==> src/rtl/button_press_emitter_pkg.sv <==
// button_press_emitter_pkg: shared state encodings and widths for the pushbutton emitter
package button_press_emitter_pkg;
  typedef enum logic [1:0] {IDLE = 2'b00, PRESS = 2'b01, GAP = 2'b10} state_t;
  localparam int TIMER_W = 8;
  localparam int PEND_W = 3;
endpackage

==> src/rtl/button_press_emitter_sat_updown_counter.sv <==
// sat_updown_counter: saturating up/down counter with registered drop pulse
module sat_updown_counter
  import button_press_emitter_pkg::*;
(
  input  logic              clock,
  input  logic              reset,
  input  logic              inc,
  input  logic              dec,
  input  logic [PEND_W-1:0] max,
  output logic [PEND_W-1:0] count,
  output logic              overflow
);
  always_ff @(posedge clock or posedge reset) begin
    if (reset) begin
      count <= '0;
      overflow <= 1'b0;
    end else begin
      overflow <= inc && !dec && count == max;
      if (inc && !dec && count != max) count <= count + 1'b1;
      else if (dec && !inc && count != '0) count <= count - 1'b1;
    end
  end
endmodule

==> src/rtl/button_press_emitter.sv <==
// button_press_emitter: turns queued request pulses into fixed-width active-low button presses
module button_press_emitter
  import button_press_emitter_pkg::*;
#(
  parameter int PRESS_CYCLES = 4,
  parameter int GAP_CYCLES = 2,
  parameter int QUEUE_MAX = 7
) (
  input  logic              clock,
  input  logic              reset,
  input  logic              request,
  output logic              button_out,
  output logic              busy,
  output logic [PEND_W-1:0] pending,
  output logic              overflow,
  output logic [7:0]        presses_done
);
  if (PRESS_CYCLES < 1 || PRESS_CYCLES > 255 || GAP_CYCLES < 1 || GAP_CYCLES > 255 ||
      QUEUE_MAX < 1 || QUEUE_MAX > 7) begin : g_bad_params
    $error("button_press_emitter: parameter out of range");
  end
  localparam logic [TIMER_W-1:0] PRESS_LOAD = TIMER_W'(PRESS_CYCLES - 1);
  localparam logic [TIMER_W-1:0] GAP_LOAD = TIMER_W'(GAP_CYCLES - 1);
  state_t state, state_nx;
  logic [TIMER_W-1:0] tcnt, tcnt_nx;
  logic start, done;
  sat_updown_counter u_queue (
    .clock(clock),
    .reset(reset),
    .inc(request),
    .dec(start),
    .max(PEND_W'(QUEUE_MAX)),
    .count(pending),
    .overflow(overflow)
  );
  always_comb begin
    state_nx = state;
    tcnt_nx = tcnt;
    start = 1'b0;
    done = 1'b0;
    case (state)
      IDLE: start = pending != '0;
      PRESS:
        if (tcnt != '0) tcnt_nx = tcnt - 1'b1;
        else begin
          state_nx = GAP;
          tcnt_nx = GAP_LOAD;
          done = 1'b1;
        end
      GAP:
        if (tcnt != '0) tcnt_nx = tcnt - 1'b1;
        else if (pending != '0) start = 1'b1;
        else state_nx = IDLE;
      default: state_nx = IDLE;
    endcase
    if (start) begin
      state_nx = PRESS;
      tcnt_nx = PRESS_LOAD;
    end
  end
  always_ff @(posedge clock or posedge reset) begin
    if (reset) begin
      state <= IDLE;
      tcnt <= '0;
      presses_done <= '0;
    end else begin
      state <= state_nx;
      tcnt <= tcnt_nx;
      if (done) presses_done <= presses_done + 1'b1;
    end
  end
  assign button_out = state != PRESS;
  assign busy = state != IDLE;
endmodule

==> config.mk <==
export PLATFORM = sky130hd
export DESIGN_NAME = button_press_emitter
export DESIGN_NICKNAME = d
export VERILOG_FILES = /design/src/rtl/button_press_emitter_pkg.sv /design/src/rtl/button_press_emitter_sat_updown_counter.sv /design/src/rtl/button_press_emitter.sv
export SDC_FILE = /design/constraint.sdc
export NUM_CORES = 1
export LEC_CHECK = 0
export ABC_AREA = 1
export CAP_MARGIN = 20
export CORE_MARGIN = 2
export CORE_UTILIZATION = 57
export CTS_BUF_LIST = sky130_fd_sc_hd__clkbuf_4
export CTS_CLUSTER_SIZE = 30
export DETAILED_ROUTE_END_ITERATION = 7
export GPL_TIMING_DRIVEN = 0
export HOLD_SLACK_MARGIN = 0.1
export PLACE_DENSITY = 0.82
export SYNTH_ARGS = -nofsm -noshare
export SYNTH_HDL_FRONTEND = slang
export SYNTH_HIERARCHICAL = 1
export SYNTH_SLANG_ARGS = --single-unit
==> constraint.sdc <==
create_clock -name clock -period 2.8 [get_ports clock]
set_input_delay 0.56 -clock clock [delete_from_list [all_inputs] [get_ports clock]]
set_output_delay 0.56 -clock clock [all_outputs]
set_load 0.005 [all_outputs]
==> impl_metrics.yaml, run 1 <==
clocking:
  cts.sinks: 22
  numCtsBuffers: 3
  clk_path_buf_depth: 2
  clkSlewWorstSetupHoldPaths_ps: 130
  cts_max_level: 1
  clkLatencyLatePin_ps: 310
  cts-root-buf: "clkbuf_4"
  cts_tree: "yes"
  cts_resized: 0
synthesis:
  synth_edf_count: 0
  yosys_warnings: 6
  synth_flop_cell: "dfrtp_1"
  synth_top_area_share_pct: 40.9
  ys_types: 27
  async_flop_share_pct: 100
  ys_top_cells_by_area: "dfrtp_1 41%, nand2_1 13%, inv_1 6.4%"
  syn_inst: 170
  synth_top_area_cell: "dfrtp_1"
  syn_area_sq_um: 1350
  ys_seq_area_share_pct: 40.9
  synth.avg_cell_area_sq_um: 7.91
  synth-seq-cells: 22
global_route:
  grt_overflow: 0
  grt_start_max_net_pins: 19
  antenna_found_initial: 0
  grt_pass1_wl_mm: 4.79
  grt_pass1_vias: 1090
  grt.total_usage_pct: 23.8
timing:
  rsz0062_at_grt: "no"
  skew_ps: 7.34
  drv_slew: 0
  tns_ps: 0
  worstMarginPinSlew_ps: 694
  finalCritPeriodShare_pct: 93.1
  slew_headroom_pct: 53.7
  period_needed_ps: 2610
  fmax_ghz: 0.384
  setup_viol: 0
  hold_violations: 0
run:
  drv_cap: 0
worst_setup_path:
  cp.required_ps: 3010
  reg2reg_to: "u_queue/count[2]$_DFFE_PP0P_"
  crit_type: "flip-flop to flip-flop"
  worstSetupStartpointType: "flip-flop"
  r2r-start: "tcnt[0]$_DFFE_PP0P_"
  arrival_ps: 2820
  ff2ff_path_depth: 16
  endpoint: "u_queue/count[2]$_DFFE_PP0P_"
  startpoint: "tcnt[0]$_DFFE_PP0P_"
  cp-end-kind: "flip-flop"
  path_max_fanout: 10
  r2r_slack_ps: 190
route:
  vias: 1144
  antenna_left: 0
  first_pass_iters: 4
  wl_mm: 2.71
  avgViaCountPerCell: 5.13
  wl_per_cell_um: 12.2
  drt-initial-drc-count: 15
  drc_errors: 0
layout:
  stdcell_area_sq_um: 1590
  drive_gt1_share_pct: 11.3
  syn_to_final_growth_pct: 18.1
  final_common_cell: "nand2_1"
  final_cell_mix: "47 x nand2_1, 23 x inv_1, 22 x dfrtp_1"
  num_antenna_cells: 0
  nets: 202
placed_design:
  placedInstanceArea_sq_um: 1560
  globalplace.congestion: 0.888
  port-buffer-count: 16
  dp_hpwl_mm: 2.02
die:
  die-height_um: 52.6
  rows: 17
  die_w_um: 52.6
  die_area_sq_um: 2760
  coreArea_sq_um: 2210
  start_util_pct: 60.8
  boundaryPins: 17
hold_path:
  min-delay-path-class: "primary input to async pin"
status:
  status: "complete, no violations"
power_and_ir_drop:
  p_per_area_nw_per_um2: 1070
  ir_worst_vdd_mv: 0.713
  p_leak_nw: 0.812
worst min path at each step:
stage	to	cells after the start
after floorplan	u_queue/count[0]$_DFFE_PP0P_	1
after global placement	presses_done[6]$_DFFE_PP0P_	2
after detailed placement	presses_done[6]$_DFFE_PP0P_	2
after CTS	u_queue/count[0]$_DFFE_PP0P_	2
after global routing	u_queue/count[1]$_DFFE_PP0P_	2
final	u_queue/overflow$_DFF_PP0_	2
metrics by stage:
step | hold WS (ps) | util, % | setup WS (ps) | total power [mW] | instances
2_1_floorplan | 326 | - | 390 | 1.24 | 174
3_3_place_gp | 480 | 70.3 | 209 | 1.48 | 218
3_5_place_dp | 492 | 70.3 | 139 | 1.53 | 218
4_1_cts | 451 | 71.5 | 107 | 1.68 | 222
5_1_grt | 450 | 71.8 | 48.1 | 1.86 | 223
6_report | 460 | 71.8 | 194 | 1.69 | 223
cell usage after synthesis, types with 3 or more instances:
cell	n
nand2_1	47
inv_1	23
dfrtp_1	22
nand3_1	16
nor2_1	10
nand4_1	9
xnor2_1	5
xor2_1	5
nand2_2	4
nor3_1	4
o21ai_0	4
nor2_2	3
layer usage:
layer	up-vias	wire, um	global-route usage (%)
met5	-	0	0
met4	0	45	8.97
met3	5	59	3.71
met2	13	1280	39.0
met1	545	1330	31.5
li1	581	-	-
state kept, by name, indices dropped and copies added (netlist names):
| signal | flops |
|---|---|
| presses_done | 8 |
| state | 2 |
| u_queue/overflow | 1 |
| u_queue/count | 3 |
| tcnt | 8 |
cells by family after synthesis:
family          synth area share [%]
simple gates                    36.4
fa+ha+maj                       3.35
flops                           40.9
compound gates                  4.65
other cells                    0.279
xor+xnor                        6.51
buf+inv                         7.91
critical path: stages (launching register included):
cell,delay (ps)
dfrtp_1,390
inv_1,80
ha_1,260
nand2_2,160
nor2_8,80
o21ai_4,160
buf_6,160
inv_1,80
nor2_1,230
nand2_4,100
fa_1,380
inv_1,80
nand4_1,100
nand2_2,90
nand2_1,50
nand2_1,50
nand2_1,50
report_power, final:
group          total (mW)  internal (mW)  leakage [nW]  switching, mW
Combinational       0.992          0.413         0.511          0.578
Clock               0.152         0.0522        0.0154         0.0999
Sequential          0.550          0.429         0.285          0.122
final cells by class:
cell class | count | area (sq um)
clock inverters | 1 | 3.75
multi-input cells | 126 | 703
fillers | 182 | 623
inverters | 25 | 95.1
well taps | 28 | 35.0
clock buffers | 3 | 22.5
flip-flops and latches | 22 | 551
repair buffers | 17 | 168
plain buffers | 1 | 11.3
timing repair:
item | CTS | global route
endpoints found under the hold margin | 0 | 0
setup endpoints to repair | 0 | 1
hold buffers | 0 | 0
buffers inserted | 0 | 1
Power figures use the tool's default switching activity.
==> inputs of run 2 (changes only) <==
- CORE_UTILIZATION: 57 -> 25
- PLACE_DENSITY: 0.82 -> default
==> impl_metrics.yaml, run 2 (same netlist as run 1, synthesis figures left out) <==
timing:
  finalCritPeriodShare_pct: 90.4
  timing.hold.ws_ps: 449
  period_needed_ps: 2530
  drv_slew: 0
  rsz0062_at_grt: "no"
  tns_ps: 0
  worstMarginPinSlew_ps: 702
  skew_ps: 5.13
  hold_violations: 0
  setup_viol: 0
  fmax_ghz: 0.395
  slew_headroom_pct: 53.2
die:
  rows: 26
  die_area_sq_um: 5980
  boundaryPins: 17
  die_w_um: 77.4
  start_util_pct: 26.2
  die-height_um: 77.4
  coreArea_sq_um: 5140
global_route:
  met2_usage_pct: 15.6
  grt_pass1_wl_mm: 4.70
  grt_overflow: 0
  grt-busiest-layer: "met2"
  grtUsageMet1_pct: 12.7
  grt_pass1_vias: 1025
  met3_usage_pct: 2.21
  antenna_found_initial: 0
  grt.total_usage_pct: 9.61
  grt_start_max_net_pins: 19
route:
  wl_mm: 2.61
  antenna_left: 0
  drc_errors: 0
  vias: 1130
  drt-initial-drc-count: 24
  first_pass_iters: 4
  avgViaCountPerCell: 4.26
  wl_per_cell_um: 9.83
clocking:
  numCtsBuffers: 3
  cts_max_level: 1
  cts-root-buf: "clkbuf_4"
  cts_tree: "yes"
  clk_path_buf_depth: 2
  clkLatencyLatePin_ps: 300
  cts.sinks: 22
  clkSlewWorstSetupHoldPaths_ps: 120
worst_setup_path:
  cp.required_ps: 3010
  worstSetupStartpointType: "flip-flop"
  crit_type: "flip-flop to flip-flop"
  arrival_ps: 2740
  cp-end-kind: "flip-flop"
  path_max_fanout: 10
layout:
  nets: 203
  drive_gt1_share_pct: 12.3
  reg_top3: "presses_done x8, tcnt x8, u_queue/count x3"
  final_core_util_pct: 32.1
  final_common_cell: "nand2_1"
  syn_to_final_growth_pct: 22.5
  num_antenna_cells: 0
  final_cell_mix: "47 x nand2_1, 23 x inv_1, 22 x dfrtp_1"
power_and_ir_drop:
  p_leak_nw: 0.815
  ir_worst_vdd_mv: 0.320
  power_mw: 1.68
  p_sw_share_pct: 46.4
  p_int_mw: 0.900
  p_seq_share_pct: 32.8
  p_switching_mw: 0.778
  p_per_area_nw_per_um2: 1020
  clkPwrFrac_pct: 8.5
  comb_power_share_pct: 58.7
status:
  status: "complete, no violations"
run:
  drv_cap: 0
placed_design:
  dp_hpwl_mm: 1.97
  port-buffer-count: 16
  globalplace.congestion: 0.808
hold_path:
  min-delay-path-class: "primary input to async pin"
run 2: metal layers:
metal,vias to the layer above,wire length [um],share of wire [%]
li1,588,-,-
met1,523,1270,49
met2,15,1210,47
met3,4,94,3.6
met4,0,27,1.0
met5,-,0,0
run 2: through the flow:
| step | setup slack (ps) | cell area, sq um | cells |
|---|---|---|---|
| floorplan | 390 | 1360 | 174 |
| global placement | 152 | 1610 | 260 |
| detailed placement | 119 | 1610 | 260 |
| CTS | 101 | 1630 | 263 |
| global route | 96.1 | 1650 | 265 |
| finish | 268 | 1650 | 265 |
run 2: worst max-delay path, stage by stage, from the launching register on:
cell and delay (ps):
dfrtp_1 390, inv_1 80, ha_1 260, nand2_2 160, nor2_8 80, o21ai_4 180, buf_6 160, inv_1 90
nor2_2 180, nand2_4 90, fa_1 350, inv_1 80, nand4_1 100, nand2_2 90, nand2_1 50, nand2_1 50
nand2_1 50
run 2: layout make-up:
cell class	instances	area, sq um
plain buffers	1	11.3
clock buffers	3	22.5
fillers	574	3490
inverters	25	95.1
multi-input cells	126	706
flip-flops and latches	22	551
well taps	70	87.6
repair buffers	18	175
run 2: timing repair:
action,in CTS,in global routing
resized for setup,0,1
buffers inserted,0,2
hold buffers,0,0
endpoints found under the setup margin,0,1
endpoints found under the hold margin,0,0
run 2: power groups by stage:
stage / Combinational [mW] / Sequential (mW) / Clock (mW)
after floorplan: 0.702 / 0.533 / 0
after global placement: 0.955 / 0.555 / 0
after detailed placement: 0.966 / 0.554 / 0
after CTS: 0.968 / 0.551 / 0.153
after global routing: 1.11 / 0.568 / 0.165
final: 0.985 / 0.551 / 0.143
run 2: path summary, 6_finish.rpt:
kind / start / end / slack (ps) / cells past startpoint
worst max-delay path: tcnt[0]$_DFFE_PP0P_ / u_queue/count[2]$_DFFE_PP0P_ / 270 / 16
worst min-delay path: reset / u_queue/count[2]$_DFFE_PP0P_ / 450 / 2
worst max register to register: tcnt[0]$_DFFE_PP0P_ / u_queue/count[2]$_DFFE_PP0P_ / 270 / 16
worst min register to register: presses_done[6]$_DFFE_PP0P_ / presses_done[6]$_DFFE_PP0P_ / 520 / 2
max in group asynchronous: reset / tcnt[4]$_DFFE_PP0P_ / 1670 / 2
min in group clock: presses_done[6]$_DFFE_PP0P_ / presses_done[6]$_DFFE_PP0P_ / 520 / 2
==> inputs of run 3 (changes only) <==
- ABC_AREA: 1 -> default
==> impl_metrics.yaml, run 3 <==
power_and_ir_drop:
  p_int_mw: 1.11
  comb_power_share_pct: 53.8
  p_seq_share_pct: 33.0
  p_sw_share_pct: 40.1
  p_per_area_nw_per_um2: 1070
  p_switching_mw: 0.744
  p_leak_nw: 0.724
  ir_worst_vdd_mv: 0.420
  clkPwrFrac_pct: 13.2
placed_design:
  globalplace.congestion: 0.786
  dp_hpwl_mm: 1.91
  placedInstanceArea_sq_um: 1580
  port-buffer-count: 16
run:
  drv_cap: 0
timing:
  finalCritPeriodShare_pct: 95.6
  timing.hold.ws_ps: 441
  hold_violations: 0
  drv_slew: 0
  setup_viol: 0
  period_needed_ps: 2680
  skew_ps: 8.92
  slew_headroom_pct: 54.0
  fmax_ghz: 0.374
  rsz0062_at_grt: "no"
  worstMarginPinSlew_ps: 690
route:
  vias: 1095
  wl_per_cell_um: 12.0
  avgViaCountPerCell: 4.80
  wl_mm: 2.75
  first_pass_iters: 4
  antenna_left: 0
  drt-initial-drc-count: 50
  drc_errors: 0
synthesis:
  synth_common_cells: "22 x dfrtp_1, 11 x xnor2_1, 9 x nand2_1"
  synth.avg_cell_area_sq_um: 10.2
  ys_top_cells_by_area: "dfrtp_1 43%, xnor2_1 7.4%, nand4_1 2.9%"
  synth_top_area_cell: "dfrtp_1"
  syn_inst: 127
  async_flop_share_pct: 100
  synth_top_area_share_pct: 42.6
  synth_flop_cell: "dfrtp_1"
  ys_types: 47
  yosys_warnings: 6
  syn_area_sq_um: 1290
  synth_edf_count: 0
  yosysMostFrequentCell: "dfrtp_1"
  ys_seq_area_share_pct: 42.6
  synth-seq-cells: 22
layout:
  syn_to_final_growth_pct: 33.5
  reg_top3: "presses_done x8, tcnt x8, u_queue/count x3"
  stdcell_area_sq_um: 1730
  final_cell_mix: "22 x dfrtp_1, 16 x clkdlybuf4s50_1, 11 x xnor2_1"
  final_common_cell: "dfrtp_1"
  nets: 165
  drive_gt1_share_pct: 20.9
  num_antenna_cells: 0
worst_setup_path:
  reg2reg_to: "u_queue/count[2]$_DFFE_PP0P_"
  path_max_fanout: 10
  worstSetupStartpointType: "flip-flop"
  startpoint: "state[1]$_DFFE_PP0P_"
  arrival_ps: 2910
  crit_type: "flip-flop to flip-flop"
  cp-end-kind: "flip-flop"
  r2r_slack_ps: 120
  cp.required_ps: 3040
  ff2ff_path_depth: 10
  r2r-start: "state[1]$_DFFE_PP0P_"
status:
  status: "complete, no violations"
clocking:
  clkLatencyLatePin_ps: 310
  numCtsBuffers: 3
  holdBufCountCts: 0
  cts-root-buf: "clkbuf_4"
  clk_path_buf_depth: 2
  cts_max_level: 1
  cts.sinks: 22
  cts_tree: "yes"
  clkSlewWorstSetupHoldPaths_ps: 130
global_route:
  grt_start_max_net_pins: 19
  grt_pass1_wl_mm: 4.75
  antenna_found_initial: 0
  grt.total_usage_pct: 9.88
  grt_overflow: 0
  grt_pass1_vias: 1027
die:
  rows: 26
  boundaryPins: 17
  die_w_um: 75.9
  coreArea_sq_um: 5040
  start_util_pct: 25.7
  die-height_um: 75.9
  die_area_sq_um: 5770
hold_path:
  min-delay-path-class: "primary input to async pin"
[run 3: cell count changes after synthesis, sizes merged, moves of 6 or more]
cell / delta
nor2: -10
nor4: +6
o21ai: -6
nand3: -14
nand2: -44
xnor2: +6
inv: -16
[run 3: logic make-up (layout without fill, tap and decap cells)]
family,after synthesis,after routing,synth area share (%)
buffers and inverters,11,40,3.19
xor gates and xnor gates,14,14,9.48
DFF,22,22,42.6
AOI/OAI and AO/OA,24,24,15.5
and+or+nand+nor,50,50,23.5
muxes,2,2,2.03
other,1,3,0.290
adders and majority gates,3,3,3.48
[run 3: repair_timing]
item                       in CTS  in global routing
pin swaps                       1                  5
setup endpoints to repair       2                  1
gates resized for setup         5                  4
buffers inserted                5                  5
[run 3: routing by layer]
layer	part of all wire, %	vias to the layer above	GRT usage [%]
met5	0	-	0
met4	0.91	0	3.82
met3	4.2	4	1.43
met2	49	26	16.8
met1	46	537	12.7
li1	-	528	-
[run 3: cell type report]
| class | instances | area [sq um] |
|---|---|---|
| fill | 526 | 3320 |
| multi-input combinational | 96 | 763 |
| sequential | 22 | 551 |
| timing repair buffer | 26 | 235 |
| tap | 70 | 87.6 |
| clock inverter | 1 | 30.0 |
| inverter | 8 | 30.0 |
| clock buffer | 3 | 22.5 |
| buffer | 2 | 7.51 |
[run 3: critical path, stage by stage, from the launching register on]
cell and delay, ps:
dfrtp_1 380, clkbuf_1 350, inv_1 190, nor2_4 130, nor3_2 60, or2b_1 270, a31o_4 230, fa_2 360
or3_4 370, o22ai_2 110, xor2_1 150
[run 3: worst max path at each step]
| stage | slack [ps] | cells after the start | to |
|---|---|---|---|
| finish | 120 | 10 | u_queue/count[2]$_DFFE_PP0P_ |
| detailed placement | -200 | 13 | u_queue/count[2]$_DFFE_PP0P_ |
| global placement | -170 | 13 | u_queue/count[2]$_DFFE_PP0P_ |
| floorplan | 20 | 13 | u_queue/count[2]$_DFFE_PP0P_ |
| CTS | 2 | 13 | u_queue/count[2]$_DFFE_PP0P_ |
| global route | 5 | 10 | u_queue/count[2]$_DFFE_PP0P_ |
[run 3: stage by stage]
stage	cells	setup slack (ps)	utilization, %	setup TNS, ps	power, mW
finish	228	125	34.2	0	1.85
global route	228	4.67	34.2	0	2.01
CTS	224	1.52	33.4	0	1.82
detailed placement	215	-196	31.3	-238	1.49
global placement	215	-167	31.3	-167	1.48
floorplan	129	20.3	-	0	1.21
[run 3: power groups by stage]
stage | Combinational, mW | Sequential, mW | Clock [mW]
2_1_floorplan | 0.634 | 0.580 | 0
3_3_place_gp | 0.860 | 0.616 | 0
3_5_place_dp | 0.871 | 0.622 | 0
4_1_cts | 0.955 | 0.610 | 0.253
5_1_grt | 1.10 | 0.643 | 0.265
6_report | 0.997 | 0.612 | 0.245
